**src/rtl/cfg_chain_pkg.sv**
```systemverilog
// Shared types and helpers for the configuration chain driver.
package cfg_chain_pkg;

  typedef enum logic [1:0] {
    IDLE  = 2'd0,
    SHIFT = 2'd1,
    LOAD  = 2'd2,
    DONE  = 2'd3
  } cfg_state_t;

  // Bit-counter width able to hold 0..size.
  function automatic int unsigned cnt_width(input int unsigned size);
    return $clog2(size + 1);
  endfunction

endpackage

```
**src/rtl/cfg_piso_capture.sv**
```systemverilog
// Parallel-in/serial-out transmit register plus serial-in capture of the
// returning chain data; both advance on the same shift enable.
module cfg_piso_capture #(
  parameter int unsigned SIZE = 32
) (
  input  logic            Clk,
  input  logic            rst_n,
  input  logic            load_en,
  input  logic            shift_en,
  input  logic            last,
  input  logic [SIZE-1:0] word,
  input  logic            ser_in,
  output logic            ser_out,
  output logic [SIZE-1:0] rb
);

  logic [SIZE-1:0] tx;

  // Load word, then present one bit per shift; ser_out drops to 0 after the last bit.
  always_ff @(posedge Clk) begin
    if (!rst_n) begin
      tx      <= '0;
      ser_out <= 1'b0;
      rb      <= '0;
    end else if (load_en) begin
      tx      <= word;
      ser_out <= word[SIZE-1];
    end else if (shift_en) begin
      tx      <= tx << 1;
      ser_out <= last ? 1'b0 : tx[SIZE-2];
      rb      <= {rb[SIZE-2:0], ser_in};
    end
  end

endmodule

```
**src/rtl/config_chain_driver.sv**
```systemverilog
// Serialises a config word MSB-first into the shift chain, pulses Load,
// and captures the chain's previous contents as Readback.
module config_chain_driver
  import cfg_chain_pkg::*;
#(
  parameter int unsigned SIZE = 32
) (
  input  logic            Clk,
  input  logic            rst_n,
  input  logic            Cmd_Valid,
  output logic            Cmd_Ready,
  input  logic [SIZE-1:0] Cmd_Word,
  input  logic            Cmd_No_Load,
  output logic            Shift_En,
  output logic            Serial_Data,
  input  logic            Serial_Return,
  output logic            Load,
  output logic            Done,
  output logic [SIZE-1:0] Readback,
  output logic            Busy
);

  localparam int unsigned CNT_W = cnt_width(SIZE);

  cfg_state_t       state, state_nxt;
  logic [CNT_W-1:0] cnt;
  logic             no_load_q;
  logic             accept_c;
  logic             last_c;
  logic             shift_en_nxt, load_nxt, done_nxt, ready_nxt;
  logic [SIZE-1:0]  rb;

  assign accept_c = (state == IDLE) && Cmd_Valid;
  assign last_c   = (cnt == CNT_W'(SIZE - 1));

  // Next state and next values of the registered strobes.
  always_comb begin
    state_nxt    = state;
    shift_en_nxt = 1'b0;
    load_nxt     = 1'b0;
    done_nxt     = 1'b0;
    ready_nxt    = 1'b0;
    case (state)
      IDLE:    if (Cmd_Valid) state_nxt = SHIFT;
      SHIFT:   if (last_c) state_nxt = no_load_q ? DONE : LOAD;
      LOAD:    state_nxt = DONE;
      DONE:    state_nxt = IDLE;
      default: state_nxt = IDLE;
    endcase
    shift_en_nxt = (state_nxt == SHIFT);
    load_nxt     = (state_nxt == LOAD);
    done_nxt     = (state_nxt == DONE);
    ready_nxt    = (state_nxt == IDLE);
  end

  // State, counter, command flag and output registers.
  always_ff @(posedge Clk) begin
    if (!rst_n) begin
      state     <= IDLE;
      cnt       <= '0;
      no_load_q <= 1'b0;
      Shift_En  <= 1'b0;
      Load      <= 1'b0;
      Done      <= 1'b0;
      Cmd_Ready <= 1'b1;
      Busy      <= 1'b0;
      Readback  <= '0;
    end else begin
      state     <= state_nxt;
      Shift_En  <= shift_en_nxt;
      Load      <= load_nxt;
      Done      <= done_nxt;
      Cmd_Ready <= ready_nxt;
      Busy      <= !ready_nxt;
      if (accept_c) begin
        cnt       <= '0;
        no_load_q <= Cmd_No_Load;
      end else if (state == SHIFT) begin
        cnt <= cnt + CNT_W'(1);
      end
      if (state == DONE) Readback <= rb;
    end
  end

  cfg_piso_capture #(
    .SIZE(SIZE)
  ) u_piso (
    .Clk      (Clk),
    .rst_n    (rst_n),
    .load_en  (accept_c),
    .shift_en (state == SHIFT),
    .last     (last_c),
    .word     (Cmd_Word),
    .ser_in   (Serial_Return),
    .ser_out  (Serial_Data),
    .rb       (rb)
  );

endmodule

```
**config.mk**
```make
export PLATFORM = sky130hd
export DESIGN_NAME = config_chain_driver
export DESIGN_NICKNAME = d
export VERILOG_FILES = /design/src/rtl/cfg_chain_pkg.sv /design/src/rtl/cfg_piso_capture.sv /design/src/rtl/config_chain_driver.sv
export SDC_FILE = /design/constraint.sdc
export NUM_CORES = 1
export LEC_CHECK = 0
export CAP_MARGIN = 20
export CORE_ASPECT_RATIO = 1.75
export CORE_MARGIN = 2
export CORE_UTILIZATION = 49
export CTS_BUF_LIST = sky130_fd_sc_hd__clkbuf_2 sky130_fd_sc_hd__clkbuf_4 sky130_fd_sc_hd__clkbuf_8
export CTS_CLUSTER_DIAMETER = 60
export CTS_CLUSTER_SIZE = 10
export DETAILED_ROUTE_END_ITERATION = 8
export GPL_ROUTABILITY_DRIVEN = 1
export GPL_TIMING_DRIVEN = 0
export PLACE_DENSITY = 0.82
export SYNTH_ARGS = -nofsm -noshare
export SYNTH_HDL_FRONTEND = slang
export SYNTH_HIERARCHICAL = 1
export SYNTH_SLANG_ARGS = --single-unit
```
**constraint.sdc**
```tcl
create_clock -name Clk -period 1.33 [get_ports Clk]
set_input_delay 0.266 -clock Clk [delete_from_list [all_inputs] [get_ports Clk]]
set_output_delay 0.266 -clock Clk [all_outputs]
set_load 0.01 [all_outputs]
```
==> results.tsv <==
metric	value	unit
post-route-drc-count	0	
criticalPathCategory	reg -> reg	
run_status	complete, but fails checks	
start_util	50.3	%
syn2layout_area_growth	36.4	%
cts_htree_levels	3	
fp.dieW	75.3	µm
antenna_found_initial	0	
numCtsBuffers	9	
hold_viol	0	
postSynthAreaPerCell	9.02	µm²
cp.arrival	1720	ps
crit_slowest_cell	dfxtp_4	
final_nets	626	
hold_depth	2	
netlist_top_cells_area	dfxtp_1 51%, nand2_1 11%, mux2i_1 7.3%	
synth_cell_types	35	
r2r-start	state[1]	
place_area	5250	µm²
cts_tree	yes	
num_rows	45	
wl_per_cell	13.3	µm
ir_drop	790	µV
yosysSeqAreaShare	50.5	%
die_y	129	µm
avgViaCountPerCell	5.11	
synth_top_area_share	50.5	%
finalInstanceArea	5940	µm²
final_core_util	68.6	%
synth_fp_nets	521	
gp_congestion	0.827	
synth_ff_type	dfxtp_1	
initialDrtViolationCount	135	
ys_ff_latch	110	
crit_chain	and2b_2 -> buf_8 -> and2b_4 -> buf_6 -> nand2_2 -> a21boi_2	
antenna_left	0	
clock_latency	360	ps
power.leakage	2.34	nW
yosys.area.top_type	dfxtp_1	
crit_start	state[1]	
port_buffers	73	
grt_pass1_vias	3575	
cts_buffer_depth	2	
dp.final_hpwl	6290	µm
fin_tns_setup	-3640	ps
firstDrtPassIters	4	
clock_sinks	110	
ctsHoldBuffers	0	
violations	setup timing	
syn_inst	483	
hp-class	in -> reg	
tightest_slew	458	ps
grt_pass1_wl	15400	µm
period_needed	1420	ps
reg2regPathDepth	6	
num_io_pins	75	
endpoint_kind	flop	
yosys_warnings	6	
rsz0062_at_grt	true	
via_count	3611	
synthTopCellsByCount	130 x nand2_1, 110 x dfxtp_1, 36 x a21boi_1	
critPathRequiredTime	1630	ps
core	8670	µm²
grt_max_degree	16	
die-area	9690	µm²
drv_cap	0	
timing.final.max_slew_violations	0	
synth.most_common_cell	nand2_1	
fin_worst_skew	7.16	ps
timing.hold.ws	252	ps
wirelength	9440	µm
clockRootBuffer	clkbuf_8	
setup_viol	58	
antenna_cells	0	
slew-limit-headroom	69.5	%
timing.final.crit_share	107	%
worst_slack	-88.3	ps
critPathLaunchType	flop	
synth_edf_count	0	
max_stage_delay	370	ps
worst-path-max-fanout	7	
place_ws	-623	ps
gr-usage-all-layers	20.4	%
clock.fmax	705	MHz
syn_area	4360	µm²
power.density	989	nW/µm²
clk_pin_slew	90	ps
synthArstFlopShare	0	%
hold_start	rst_n	
gr-total-overflow	0	
drive_above_1_share	24.7	%
## metrics by stage
| stage | power [mW] | cells |
|---|---|---|
| after CTS | 5.89 | 705 |
| after global placement | 4.06 | 673 |
| after floorplan | 3.87 | 483 |
| after global routing | 6.15 | 707 |
| after detailed placement | 4.07 | 673 |
| final | 5.88 | 707 |
## cell usage in the layout (no fill, tap or decap), types with 4 or more instances in the layout
master,n
clkbuf_4,4
dlygate4sd2_1,39
nand2_2,32
a21boi_0,20
inv_1,4
buf_4,8
o21ai_1,22
o21ai_0,8
a21oi_2,16
clkdlybuf4s50_1,34
buf_6,24
or3_1,4
a21boi_2,15
clkbuf_8,14
nor2_1,4
a21boi_1,29
mux2i_1,32
dfxtp_1,106
clkbuf_1,10
o21ai_2,4
a21oi_1,19
nand2_1,96
## logic make-up (layout without fill, tap and decap cells)
logic type,count (synthesis),in the layout,share of synthesized area (%)
adder cells (fa/ha/maj),1,1,0.287
XOR/XNOR,2,2,0.402
flip-flops,110,110,50.5
multiplexers,32,32,7.35
AND/OR/NAND/NOR,157,157,15.8
buffers and inverters,42,149,5.66
AO/OA/AOI/OAI,139,139,20.0
## layout make-up
class	count	area (µm²)
timing repair inverter	1	7.51
sequential	110	2210
clock inverter	3	15.0
tap	117	146
multi-input combinational	331	2180
inverter	5	18.8
timing repair buffer	95	910
clock buffer	10	131
fill	680	2730
buffer	35	327
## sequential cells by signal (all words and copies together) (netlist names)
register / flops
state: 2
no_load_q: 1
u_piso/tx: 31
cnt: 6
Busy: 1
Shift_En: 1
u_piso/ser_out: 1
Readback: 32
u_piso/rb: 32
Cmd_Ready: 1
Done: 1
Load: 1
## critical path, delay by kind of cell (launching register included)
kind	cells	cell delay [ps]
DFF	1	370
and+or+nand+nor	3	530
AOI/OAI and AO/OA	1	120
buffers and inverters	2	300
## layer usage
metal,track usage (%),vias to the layer above,wire length (µm),part of all wire [%]
met5,0,-,0,0
met4,10.2,0,246,2.6
met3,4.78,16,377,4.0
met2,37.2,84,5380,57
met1,20.8,1686,3430,36
li1,-,1825,-,-
## final timing paths
check,endpoint,slack [ps]
max,u_piso/rb[12],-90
max reg2reg,u_piso/rb[12],-90
min reg2reg,Readback[21],450
min,u_piso/rb[27],250
## report_power, final
| part | total [mW] | leakage [nW] | internal (mW) | switching, mW |
|---|---|---|---|---|
| logic | 0.778 | 1.37 | 0.423 | 0.355 |
| clock network | 1.66 | 0.0810 | 0.662 | 0.998 |
| registers | 3.44 | 0.897 | 3.39 | 0.0543 |
| total | 5.88 | 2.34 | 4.47 | 1.41 |
## what timing repair did
action / 4_1_cts / 5_1_grt
setup buffers: 10 / 3
setup endpoints to repair: 106 / 97
pin swaps: 21 / 26
cloned: 11 / 0
gates resized for setup: 147 / 68
endpoints found under the hold margin: 0 / 0
Power figures use the tool's default switching activity.
